### src/rtl/ysyx_23060096_ifu.sv
// ----------------------------------------------------------------------------
// ysyx_23060096_ifu -- instruction fetch unit
//
// Owns the architectural PC and keeps at most one fetch outstanding to
// instruction memory. The returned word is handed to decode/execute under a
// valid/ready handshake. The next PC comes back from execute and is sampled
// on each hand-off.
//
// Ports
//   clk, rst          core clock, asynchronous active-high reset
//   imem_req_valid    fetch request valid (state decode only)
//   imem_req_ready    memory accepts the request
//   imem_addr         fetch address, always equal to pc
//   imem_rsp_valid    response valid (only looked at while waiting)
//   imem_rsp_data     fetched instruction word
//   imem_rsp_err      access error, qualified by imem_rsp_valid
//   inst_valid        inst/pc valid for downstream (state decode only)
//   inst_ready        downstream consumes the instruction
//   inst, pc          held instruction word and its address
//   npc, halt         next PC / ebreak, sampled on inst_valid && inst_ready
//   halted, fault     terminal stop indications
//   fault_cause       0 none, 1 memory error, 2 misaligned npc
//   fetch_cnt         instructions handed downstream (wraps)
// ----------------------------------------------------------------------------
module ysyx_23060096_ifu #(
    parameter logic [31:0] RESET_PC = 32'h8000_0000
) (
    input  logic        clk,
    input  logic        rst,
    output logic        imem_req_valid,
    input  logic        imem_req_ready,
    output logic [31:0] imem_addr,
    input  logic        imem_rsp_valid,
    input  logic [31:0] imem_rsp_data,
    input  logic        imem_rsp_err,
    output logic        inst_valid,
    input  logic        inst_ready,
    output logic [31:0] inst,
    output logic [31:0] pc,
    input  logic [31:0] npc,
    input  logic        halt,
    output logic        halted,
    output logic        fault,
    output logic [1:0]  fault_cause,
    output logic [31:0] fetch_cnt
);

    typedef enum logic [2:0] {
        S_IDLE  = 3'd0,
        S_REQ   = 3'd1,
        S_WAIT  = 3'd2,
        S_VALID = 3'd3,
        S_HALT  = 3'd4,
        S_FAULT = 3'd5
    } state_t;

    localparam logic [31:0] NOP_INST    = 32'h0000_0013;
    localparam logic [1:0]  CAUSE_NONE  = 2'd0;
    localparam logic [1:0]  CAUSE_MEM   = 2'd1;
    localparam logic [1:0]  CAUSE_ALIGN = 2'd2;

    state_t      state_r;
    state_t      state_next_s;
    logic [31:0] pc_r;
    logic [31:0] inst_r;
    logic [31:0] fetch_cnt_r;
    logic [1:0]  fault_cause_r;

    logic        handoff_s;
    logic        rsp_ok_s;
    logic        rsp_bad_s;
    logic        npc_misaligned_s;

    // Qualified events; responses only count while a fetch is outstanding.
    always_comb begin
        handoff_s        = (state_r == S_VALID) && inst_ready;
        rsp_ok_s         = (state_r == S_WAIT) && imem_rsp_valid && !imem_rsp_err;
        rsp_bad_s        = (state_r == S_WAIT) && imem_rsp_valid && imem_rsp_err;
        npc_misaligned_s = (npc[1:0] != 2'b00);
    end

    // State register.
    always_ff @(posedge clk or posedge rst) begin
        if (rst) begin
            state_r <= S_IDLE;
        end else begin
            state_r <= state_next_s;
        end
    end

    // Next-state logic.
    always_comb begin
        state_next_s = state_r;
        case (state_r)
            S_IDLE: begin
                state_next_s = S_REQ;
            end
            S_REQ: begin
                if (imem_req_ready) begin
                    state_next_s = S_WAIT;
                end else begin
                    state_next_s = S_REQ;
                end
            end
            S_WAIT: begin
                if (rsp_bad_s) begin
                    state_next_s = S_FAULT;
                end else if (rsp_ok_s) begin
                    state_next_s = S_VALID;
                end else begin
                    state_next_s = S_WAIT;
                end
            end
            S_VALID: begin
                // halt wins over a misaligned npc
                if (!inst_ready) begin
                    state_next_s = S_VALID;
                end else if (halt) begin
                    state_next_s = S_HALT;
                end else if (npc_misaligned_s) begin
                    state_next_s = S_FAULT;
                end else begin
                    state_next_s = S_REQ;
                end
            end
            S_HALT: begin
                state_next_s = S_HALT;
            end
            S_FAULT: begin
                state_next_s = S_FAULT;
            end
            default: begin
                state_next_s = S_IDLE;
            end
        endcase
    end

    // PC, instruction buffer, hand-off counter and fault cause.
    always_ff @(posedge clk or posedge rst) begin
        if (rst) begin
            pc_r          <= RESET_PC;
            inst_r        <= NOP_INST;
            fetch_cnt_r   <= 32'd0;
            fault_cause_r <= CAUSE_NONE;
        end else begin
            if (rsp_ok_s) begin
                inst_r <= imem_rsp_data;
            end
            if (rsp_bad_s) begin
                fault_cause_r <= CAUSE_MEM;
            end
            if (handoff_s) begin
                pc_r        <= npc;
                fetch_cnt_r <= fetch_cnt_r + 32'd1;
                if (!halt && npc_misaligned_s) begin
                    fault_cause_r <= CAUSE_ALIGN;
                end
            end
        end
    end

    // Handshake and status outputs decode the state register only.
    always_comb begin
        imem_req_valid = 1'b0;
        inst_valid     = 1'b0;
        halted         = 1'b0;
        fault          = 1'b0;
        case (state_r)
            S_REQ:   imem_req_valid = 1'b1;
            S_VALID: inst_valid     = 1'b1;
            S_HALT:  halted         = 1'b1;
            S_FAULT: fault          = 1'b1;
            default: imem_req_valid = 1'b0;
        endcase
    end

    // Data outputs come straight from registers.
    always_comb begin
        imem_addr   = pc_r;
        pc          = pc_r;
        inst        = inst_r;
        fetch_cnt   = fetch_cnt_r;
        fault_cause = fault_cause_r;
    end

endmodule

### config.mk
export PLATFORM = sky130hd
export DESIGN_NAME = ysyx_23060096_ifu
export DESIGN_NICKNAME = d
export VERILOG_FILES = /design/src/rtl/ysyx_23060096_ifu.sv
export SDC_FILE = /design/constraint.sdc
export NUM_CORES = 1
export LEC_CHECK = 0
export ABC_AREA = 0
export CAP_MARGIN = 0
export CORE_MARGIN = 2
export CORE_UTILIZATION = 42
export DETAILED_ROUTE_END_ITERATION = 8
export PLACE_DENSITY = 0.81
export SYNTH_ARGS = -nofsm -noshare
export SYNTH_HDL_FRONTEND = slang
export SYNTH_SLANG_ARGS = --single-unit
### constraint.sdc
create_clock -name clk -period 3.85 [get_ports clk]
set_clock_uncertainty 0.2 [all_clocks]
set_input_delay 0.77 -clock clk [delete_from_list [all_inputs] [get_ports clk]]
set_output_delay 0.77 -clock clk [all_outputs]
set_load 0.02 [all_outputs]
==> summary.txt <==
Routing
  • Post-Route WL: between 10000 and 15000 um
  • Top routing layer used: met4
  • Antenna Nets Post-Route: 0
  • WL/cell: roughly 15 um
  • Drt drc: 0
  • WL met3: 781 um
  • Met2 wire length: 5210 um
  • Vias per std cell: ~4.8
  • Via count: 3428
  • First-pass detailed-route iteration total: 4
  • Initial DRC Count: 96
  • WL met1: approximately 4700 um

Placement
  • Final HPWL DP: 8120 um
  • Dpl cell area: around 6400 um^2
  • GP Congestion: 0.782
  • I/O Buffers: 204

Yosys
  • Largest area contributor in the netlist: dfrtp_1
  • Synthesized Nets: 471
  • Mapped Area: 4430 um^2
  • Synth Instances: 399
  • Most frequent cell after synthesis: nand2_1
  • EDFF count, synth: 0
  • Post-synth top cells: nand2_1, dfrtp_1, buf_4, xnor2_1, mux2_2
  • Share of the synthesized area in the top cell type: 54.8%
  • Yosys reg bits: 101
  • Main synth FF type: dfrtp_1
  • Post-synth ARST share: 100%
  • Sequential area share after synthesis: 57.1%
  • Syn. warnings: 0
  • Syn_area_per_cell: 11.1 um^2
  • Distinct cells, synth: 36
  • Area contributors post-synth: dfrtp_1, nand2_1, mux2_2, xnor2_1, buf_4

Clocking
  • CTS tree: yes
  • CTS buffer count: 9
  • CTS H-tree lvls: 3
  • Post-CTS setup buffer count: 0
  • CTS root buffer: clkbuf_8
  • Worst-Skew Late Latency: 350 ps
  • Clock-pin transition on the worst setup and hold timing paths: 90 ps
  • Hold-fix buffers, CTS: 0
  • Max clock buf depth: 2
  • Resized cells post-CTS: 0
  • CTS sink cnt: 101

Die
  • Die footprint: 11400 um^2
  • Width of the die: about 110 um
  • # IOs: 205
  • Core area: about 10000 um^2
  • Row count: 37
  • Die Ht: 107 um
  • Initial Util: 43.1%

Pwr
  • VDD IR-drop max: 0.437 mV
  • Leakage power: 2.87 nW
  • Cell area power density: 702 nW/um^2

Worst setup path
  • Critical Path AT: 1880 ps
  • R2R depth: 4
  • Number of cells on the critical path: 2
  • Buf+Inv Stages, Crit Path: 1
  • CP Launch Type: flip-flop
  • Top delay family on crit path: flip-flops
  • Worst-path cell chain: and3b_1 > clkdlybuf4s50_1
  • Slowest CP cell: dfrtp_1
  • Crit Path Class: flip-flop to output port
  • Max FO, Critical Path: 13
  • CP endpoint kind: output port
  • CP Data Required Time: between 2000 and 3000 ps
  • Slowest Stage Delay on Critical Path: 650 ps

Outcome
  • Outcome: finished clean

Final layout
  • Antenna diodes: 0
  • Final Util: between 60 and 70%
  • Multi-input gate area: approximately 1500 um^2
  • Nets: between 600 and 700
  • Layout cells sized above 1: approximately a tenth
  • Sequential cell area: 2530 um^2
  • Final Cell Area: 6570 um^2
  • Area delta synth->final: 48.1%
  • Fillcell total: 860

Timing
  • Final setup vio count: 0
  • TNS Setup: 0 ps
  • Part of the cycle the worst path needs: 73.9%
  • Worst Tran Pin Value: 983 ps
  • Hold Fails Final Rpt: 0
  • Relative slew slack: 34.5%
  • Unrepaired setup endpoints after global routing: false
  • Fmax achieved: 0.351 GHz
  • Max-slew violations: 0
  • Minimum clock period: 2850 ps

Global routing
  • GRT Util Overall: 19.5%
  • Grt total ovfl: 0
  • Number of global-route vias before repair: 3490
  • Largest net degree at the start of global routing: 82
  • First-pass GRT wire length: 17600 um
  • Initial antenna violation count: 0

Min path
  • Hold Crit Depth: 1
  • Hold Path Class: flip-flop to flip-flop

Run
  • Max-cap violations: 0
## layer usage
metal	GRT usage (%)	vias up
li1	-	1634
met5	0	-
met3	4.56	17
met2	32.4	149
met1	25.1	1628
met4	6.77	0
## layout by cell type (no fill, tap or decap), drive strengths merged, types with 2 or more instances in the layout
cell type	synthesis	final
nor4	3	3
buf	43	5
nand3b	2	2
clkdlybuf4s50	0	204
bufinv	0	2
clkinv	0	2
and3b	2	2
and3	4	4
dfrtp	97	97
nor2	9	9
xnor2	30	30
clkbuf	4	10
mux2	32	32
and2	2	2
nor3b	2	2
nand4	14	14
inv	5	6
nand2	114	114
nand3	10	10
dfstp	4	4
nor3	6	6
a21oi	4	4
## state kept, by name, summed over array words and instances (netlist names)
register     count
fault_cause      2
fetch_cnt       32
imem_addr       32
inst            32
state_r          3
## power breakdown
part | switching [W] | total (W) | internal, W
Combinational | 0.00107 | 0.00219 | 0.00112
Sequential | 0.000287 | 0.00170 | 0.00141
Clock | 0.000353 | 0.000720 | 0.000367
Total | 0.00171 | 0.00461 | 0.00290
## final cells by class
cell class | instances | share of cell area, %
timing repair buffer | 209 | 31.7
clock inverter | 6 | 1.32
tap | 136 | 2.59
inverter | 5 | 0.324
clock buffer | 10 | 1.94
sequential | 101 | 38.6
multi-input combinational | 246 | 23.6
## cell families (layout without fill, tap and decap cells)
family                     Yosys count  after routing  share of synthesized area (%)
AOI/OAI and AO/OA                    8              8                           1.21
xor gates and xnor gates            31             31                           6.13
adders and majority gates            1              1                          0.282
buffers and inverters               52            230                           7.99
DFF                                101            101                           57.1
muxes                               33             33                           8.36
and+or+nand+nor                    173            173                           18.9
## worst register-to-register path: stages (launching register included)
cell      delay, ps
dfrtp_1         650
nor4bb_4        320
nor2b_2         190
buf_4           360
mux2_2          410
## worst paths after layout
| path | from | to | slack (ps) |
|---|---|---|---|
| setup reg to reg | state_r[1] | inst[16] | 1610 |
| hold / removal | fetch_cnt[31] | fetch_cnt[31] | 280 |
| min in group asynchronous | rst | inst[23] | 810 |
| max in group asynchronous | rst | imem_addr[9] | 1880 |
| setup / recovery | state_r[1] | inst_valid | 1000 |
| hold reg to reg | fetch_cnt[31] | fetch_cnt[31] | 280 |
## through the flow
| stage | cells | hold slack [ps] | total power (W) | worst slack [ps] |
|---|---|---|---|---|
| after floorplan | 399 | 298 | 0.00294 | 239 |
| after global placement | 697 | 256 | 0.00387 | 1020 |
| after detailed placement | 697 | 270 | 0.00393 | 943 |
| after CTS | 713 | 283 | 0.00466 | 994 |
| after global routing | 713 | 294 | 0.00486 | 860 |
| final | 713 | 276 | 0.00461 | 1000 |
No activity file was read; power rests on OpenSTA's default activity.
